$ cat config.mk
export PLATFORM = sky130hd
export DESIGN_NAME = mc_control_fsm
export DESIGN_NICKNAME = d
export VERILOG_FILES = /design/src/rtl/mips_pkg.sv /design/src/rtl/mc_control_fsm.sv
export SDC_FILE = /design/constraint.sdc
export NUM_CORES = 1
export LEC_CHECK = 0
export BUFFER_PORTS_ARGS = -buffer_cell sky130_fd_sc_hd__clkbuf_2
export CAP_MARGIN = 20
export CORE_UTILIZATION = 40
export DETAILED_ROUTE_END_ITERATION = 7
export MAX_ROUTING_LAYER = met4
export PLACE_DENSITY = 0.72
export SYNTH_ARGS = -nofsm -noshare
export SYNTH_HDL_FRONTEND = slang
export SYNTH_SLANG_ARGS = --single-unit
$ cat constraint.sdc
create_clock -name clk -period 1.85 [get_ports clk]
set_clock_uncertainty 0.15 [all_clocks]
set_input_delay 0.185 -clock clk [delete_from_list [all_inputs] [get_ports clk]]
set_output_delay 0.185 -clock clk [all_outputs]
set_load 0.005 [all_outputs]
$ cat src/rtl/mips_pkg.sv
// mips_pkg: opcodes, control FSM state encoding and datapath select encodings
package mips_pkg;
    localparam logic [5:0] OP_R    = 6'b000000;
    localparam logic [5:0] OP_LW   = 6'b100011;
    localparam logic [5:0] OP_SW   = 6'b101011;
    localparam logic [5:0] OP_BEQ  = 6'b000100;
    localparam logic [5:0] OP_ADDI = 6'b001000;
    localparam logic [5:0] OP_J    = 6'b000010;

    localparam logic [1:0] ALU_ADD   = 2'b00;
    localparam logic [1:0] ALU_SUB   = 2'b01;
    localparam logic [1:0] ALU_FUNCT = 2'b10;

    localparam logic [1:0] SRCB_B    = 2'b00;
    localparam logic [1:0] SRCB_FOUR = 2'b01;
    localparam logic [1:0] SRCB_IMM  = 2'b10;
    localparam logic [1:0] SRCB_IMM4 = 2'b11;

    localparam logic [1:0] PCSRC_ALU    = 2'b00;
    localparam logic [1:0] PCSRC_ALUOUT = 2'b01;
    localparam logic [1:0] PCSRC_JUMP   = 2'b10;

    typedef enum logic [3:0] {
        FETCH   = 4'd0,
        DECODE  = 4'd1,
        MEMADR  = 4'd2,
        MEMRD   = 4'd3,
        MEMWB   = 4'd4,
        MEMWR   = 4'd5,
        RTYPEEX = 4'd6,
        RTYPEWB = 4'd7,
        ADDIEX  = 4'd8,
        ADDIWB  = 4'd9,
        BEQEX   = 4'd10,
        JEX     = 4'd11
    } state_e;
endpackage

$ cat src/rtl/mc_control_fsm.sv
// mc_control_fsm: multicycle MIPS control unit sequencing the shared datapath
module mc_control_fsm
    import mips_pkg::*;
(
    input  logic       clk,
    input  logic       rst,
    input  logic [5:0] opcode,
    input  logic       zero,
    input  logic       mem_ready,
    output logic       pc_en,
    output logic       iord,
    output logic       mem_read,
    output logic       mem_write,
    output logic       ir_write,
    output logic       reg_dst,
    output logic       mem_to_reg,
    output logic       reg_write,
    output logic       alu_src_a,
    output logic [1:0] alu_src_b,
    output logic [1:0] alu_op,
    output logic [1:0] pc_src,
    output logic       illegal_op,
    output logic [3:0] state_dbg
);
    state_e state_q, state_d;
    logic   pc_write, pc_write_cond;

    // State register; reset abandons any instruction and restarts at FETCH
    always_ff @(posedge clk) begin
        if (rst) state_q <= FETCH;
        else     state_q <= state_d;
    end

    // Next-state and per-state control decode; reset overrides enables and selects
    always_comb begin
        state_d       = FETCH;
        pc_write      = 1'b0;
        pc_write_cond = 1'b0;
        iord          = 1'b0;
        mem_read      = 1'b0;
        mem_write     = 1'b0;
        ir_write      = 1'b0;
        reg_dst       = 1'b0;
        mem_to_reg    = 1'b0;
        reg_write     = 1'b0;
        alu_src_a     = 1'b0;
        alu_src_b     = SRCB_B;
        alu_op        = ALU_ADD;
        pc_src        = PCSRC_ALU;
        illegal_op    = 1'b0;
        unique case (state_q)
            FETCH: begin
                mem_read  = 1'b1;
                alu_src_b = SRCB_FOUR;
                ir_write  = mem_ready;
                pc_write  = mem_ready;
                state_d   = mem_ready ? DECODE : FETCH;
            end
            DECODE: begin
                alu_src_b = SRCB_IMM4;
                case (opcode)
                    OP_LW, OP_SW: state_d = MEMADR;
                    OP_ADDI:      state_d = ADDIEX;
                    OP_R:         state_d = RTYPEEX;
                    OP_BEQ:       state_d = BEQEX;
                    OP_J:         state_d = JEX;
                    default:      illegal_op = 1'b1;
                endcase
            end
            MEMADR: begin
                alu_src_a = 1'b1;
                alu_src_b = SRCB_IMM;
                state_d   = (opcode == OP_LW) ? MEMRD : (opcode == OP_SW) ? MEMWR : FETCH;
            end
            MEMRD: begin
                mem_read = 1'b1;
                iord     = 1'b1;
                state_d  = mem_ready ? MEMWB : MEMRD;
            end
            MEMWB: begin
                mem_to_reg = 1'b1;
                reg_write  = 1'b1;
            end
            MEMWR: begin
                mem_write = 1'b1;
                iord      = 1'b1;
                state_d   = mem_ready ? FETCH : MEMWR;
            end
            RTYPEEX: begin
                alu_src_a = 1'b1;
                alu_op    = ALU_FUNCT;
                state_d   = RTYPEWB;
            end
            RTYPEWB: begin
                reg_dst   = 1'b1;
                reg_write = 1'b1;
            end
            ADDIEX: begin
                alu_src_a = 1'b1;
                alu_src_b = SRCB_IMM;
                state_d   = ADDIWB;
            end
            ADDIWB: reg_write = 1'b1;
            BEQEX: begin
                alu_src_a     = 1'b1;
                alu_op        = ALU_SUB;
                pc_src        = PCSRC_ALUOUT;
                pc_write_cond = 1'b1;
            end
            JEX: begin
                pc_src   = PCSRC_JUMP;
                pc_write = 1'b1;
            end
            default: state_d = FETCH;
        endcase
        if (rst) begin
            pc_write      = 1'b0;
            pc_write_cond = 1'b0;
            iord          = 1'b0;
            mem_read      = 1'b0;
            mem_write     = 1'b0;
            ir_write      = 1'b0;
            reg_dst       = 1'b0;
            mem_to_reg    = 1'b0;
            reg_write     = 1'b0;
            alu_src_a     = 1'b0;
            alu_src_b     = SRCB_FOUR;
            alu_op        = ALU_ADD;
            pc_src        = PCSRC_ALU;
            illegal_op    = 1'b0;
        end
    end

    assign pc_en     = pc_write | (pc_write_cond & zero);
    assign state_dbg = state_q;
endmodule

After elaboration in Yosys (flattened, before gate mapping):

Index checks and enable logic that the tools add are counted.
Widths: inputs -> output; s select.

* equal/unequal tests: 16
* mux-type cells: 36
* bitwise logic cells: 2
* reduce and logical (&&, ||, !) cells: 9

Operators by type and width (count)
* $pmux 4 s7: 1
* $mux 1: 23
* $pmux 4 s5: 1
* $eq 4x3->1 const B: 4
* $eq 4x4->1 const B: 4
* $eq 6x6->1 const B: 2
* $mux 3: 4
* $eq 4x2->1 const B: 2
* $pmux 2 s2: 2
* $reduce_or 2->1: 4
* $eq 6x2->1 const B: 1
* $eq 6x3->1 const B: 1
* $eq 6x4->1 const B: 1
* $logic_not 6->1: 1
* $mux 2: 3
* $pmux 2 s3: 1
* $reduce_or 6->1: 1
* $eq 4x1->1 const B: 1
* $logic_not 4->1: 1
* $reduce_or 4->1: 1
* $reduce_or 3->1: 1
* $pmux 1 s2: 1
* $and 1x1->1: 1
* $or 1x1->1: 1

* register bits after elaboration: 4
* input bits: 10
* output and inout bits: 20
* logic and storage cells: 64

Logic depth before layout (Yosys ltp):

* depth after elaboration: 5
* depth in mapped cells: 6

Least setup slack after synthesis:

OpenSTA, ideal clock, no wires.

* kind: register to register
* from: register state_q[3] (netlist: state_dbg[3])
* to: register state_q[2] (netlist: state_dbg[2])
* setup time: 0.070 ns
* arrival time: 1.422 ns
* required time: 1.630 ns
* path slack: 0.208 ns
* stages on the path, launching flop included: 5
* clock period less this slack: 1.642 ns
* cell sequence: dfxtp_1 -> or2_4 -> or4_4 -> o22a_1 -> a21oi_1

* word-level cells in the longest chain between the ends: 2
* elaborated cells between the ends (all ways): 8
* those cells by class: 6 x eq/ne; 1 x mux; 1 x reduce/logical

RTL lines
* from (decl): line mc_control_fsm.sv:25 `state_e state_q, state_d;`
* from (signal assigned): line mc_control_fsm.sv:31 `else state_q <= state_d;`
* $eq 4x4->1 (tied with other cells): line mc_control_fsm.sv:51 `unique case (state_q)`
* $pmux 4 s7 *: line mc_control_fsm.sv:51

Mark *: on every way between the ends. The rest lies on a longest branch, timed or not.
A chain may end at the register's enable or synchronous reset.

Worst setup path in the final report:

* from: register state_q[3] (netlist: state_dbg[3])
* to: output port illegal_op

* word-level cells in the longest chain between the ends: 3

RTL lines
* $eq 4x1->1: line mc_control_fsm.sv:51
* $mux 1: line mc_control_fsm.sv:51
* $mux 1: line mc_control_fsm.sv:116 `if (rst) begin`
* to (decl): line mc_control_fsm.sv:22 `output logic illegal_op,`

Every way passes these cells.

==> metrics.md <==
| Metric | Value |
|---|---|
| DRT iter0 DRCs | 16 |
| CP Launch Type | flop |
| Hold-fix buffers, CTS | 0 |
| Vias per std cell | between 5 and 6 |
| Placed cell area | 778 µm² |
| Gr ovfl total | 0 |
| Multi-input combinational cell area | 479 µm² |
| Max FFs per register | 4 |
| Met2 WL | 845 µm |
| Register area share after synthesis | 0.137 |
| # fillers | 133 |
| CTS root buf | clkbuf_4 |
| Drt first pass iters | 4 |
| # setup viols final | 0 |
| Via count | slightly below 800 |
| CTS Sinks | 4 |
| Final min period | around 1.8 ns |
| Top Ports | 30 |
| H-tree level count | 1 |
| Share of cells above drive strength 1 | 0.383 |
| Port Buf Inserts | 29 |
| Post-route cell area | between 800 and 900 µm² |
| Ys async rst share | 0 |
| Crit-path cells | or2_4 -> nor3_1 -> o21ai_1 -> a211oi_1 -> clkbuf_2 |
| Unique masters post-synth | 33 |
| Top sig layer | met4 |
| Worst vdd ir | about 0.00038 V |
| Remaining antenna violation count | 0 |
| Die Span X | slightly above 40 µm |
| Pwr dens | 357 nW/µm² |
| CP Class | reg2out |
| TritonCTS Buffers | 3 |
| Worst skew pair latency | 0.24 ns |
| Largest net degree at the start of global routing | 17 |
| Leakage power | 0.350 nW |
| FF/Latch Area | approximately 80 µm² |
| Required @ worst endpoint | approximately 1.5 ns |
| Core Area | around 1300 µm² |
| P&R area growth vs syn | 38.5% |
| Antenna Cells | 0 |
| Layout Utilization | 0.608 |
| Syn Std Cell Area | around 600 µm² |
| Wire per inst | ~13 µm |
| Crit path arrival time | approximately 1.4 ns |
| Top FF cell, synth | dfxtp_1 |
| CTS tree | built |
| Worst Path Max Fanout | 5 |
| Vias in the first global route | slightly below 600 |
| Cells after DPL | ~130 |
| GP Congestion | ~0.94 |
| Cell with the most instances after synthesis | nor2_1 |
| CTS clk-pin slew, worst paths | ~0.040 ns |
| Synthesized flop and latch total | 4 |
| Initial Utilization | 0.439 |
| Nets | between 100 and 150 |
| Area leader, netlist | dfxtp_1 |
| Routed wl met3 | 70 µm |
| Post-synth EDFFs | 0 |
| Syn. warnings | 0 |
| Post-synth top cells | nor2_1 (10), nor3_1 (9), nand2_1 (8) |
| CP max-delay cell | dfxtp_1 |
| Area fraction of the dominant cell type after synthesis | 0.137 |
| Initial antenna violation count | 0 |
| Max cap viols | 0 |
| Synthesized Nets | slightly below 100 |
| Rows | 13 |
| HP Class | in2reg |
| Worst Max-Slew Pin Slew | 0.416 ns |
| Cells after Synth | 87 |
| Die ar. | roughly 1600 µm² |
| First-pass GRT wire length | approximately 2800 µm |
| Setup ws final | between 0.07 and 0.08 ns |
| Mean Syn Cell Area | between 6 and 7 µm² |
| DP Worst Slack | around 0.19 ns |
| Crit path largest cell delay | approximately 0.32 ns |
| Rel. slew slack | 0.720 |
| Setup crit end kind | primary output |
| Fin cells | about 140 |
| Fin. Hold Viols | 0 |
| Unrepaired setup endpoints after global routing | yes |
| Fmax | 564 MHz |
| Synth top area cells | dfxtp_1 (14%), nor3_1 (7.7%), nor2_1 (6.4%), nand2b_1 (5.3%), nand2_1 (5.1%) |
| Final Cycle Share | 0.958 |
| Post-Route WL | 1810 µm |
| DRT met1 WL | slightly below 900 µm |
| Status | finished, final reports clean |
| Post-DP HPWL | ~1400 µm |
| Residual DRC | 0 |
| Clock Tree Buf Depth | 2 |
| Final Max Tran Viols | 0 |
| GRT Total Usage | 0.271 |
| Die height | between 40 and 50 µm |
cell families (layout without fill, tap and decap cells):
family,count (synthesis),after routing,share of synthesized area
AO/OA/AOI/OAI,24,24,0.314
XOR/XNOR,2,2,0.0299
buffers and inverters,8,41,0.0534
flip-flops,4,4,0.137
AND/OR/NAND/NOR,49,49,0.466
repair_timing:
item / in CTS / in global routing
resized for setup: 2 / 2
buffers inserted: 0 / 0
endpoints found under the setup margin: 2 / 2
layout by cell type (no fill, tap or decap), types with 3 or more instances in the layout:
cell type / netlist / final
o21ai_0: 5 / 4
nand2_1: 8 / 8
nand3b_1: 4 / 4
nor3_1: 9 / 8
a21oi_1: 4 / 4
nand2b_1: 5 / 5
nor2_1: 10 / 10
clkbuf_4: 0 / 3
buf_4: 0 / 6
dfxtp_1: 4 / 3
clkbuf_2: 0 / 29
cell type report:
class	instances	area share
clock buffers	3	0.0278
well taps	15	0.0231
multi-input cells	75	0.591
inverters	2	0.00926
flip-flops and latches	4	0.100
repair buffers	36	0.248
per-layer routing:
layer	track usage	vias up
li1	-	399
met1	0.364	349
met2	0.387	17
met3	0.0667	4
met4	0.100	0
met5	-	-
worst paths after layout:
kind,slack [ns],startpoint,end,cells past startpoint
min reg2reg,0.50,state_dbg[2],state_dbg[3],2
max reg2reg,0.19,state_dbg[3],state_dbg[2],4
min,0.15,rst,state_dbg[3],2
max,0.08,state_dbg[3],illegal_op,5
metrics by stage:
stage	TNS (ns)	total power [mW]	hold slack, ns
5_1_grt	-0.00943	0.307	0.164
2_1_floorplan	0	0.136	0.235
4_1_cts	0	0.290	0.150
3_5_place_dp	0	0.174	0.397
6_report	0	0.290	0.155
3_3_place_gp	0	0.173	0.393
critical path: cells and delay by family (launching register included):
| kind | cells | cell delay [ns] |
|---|---|---|
| simple gates | 2 | 0.42 |
| flops | 1 | 0.32 |
| compound gates | 2 | 0.31 |
| buf+inv | 1 | 0.15 |
where the power goes:
group          switching, mW  leakage (nW)  internal [mW]
clock network         0.0421        0.0138         0.0730
logic                 0.0459         0.303         0.0361
registers            0.00354        0.0328         0.0889
total                 0.0916         0.350          0.198
No activity file was read; power rests on OpenSTA's default activity.
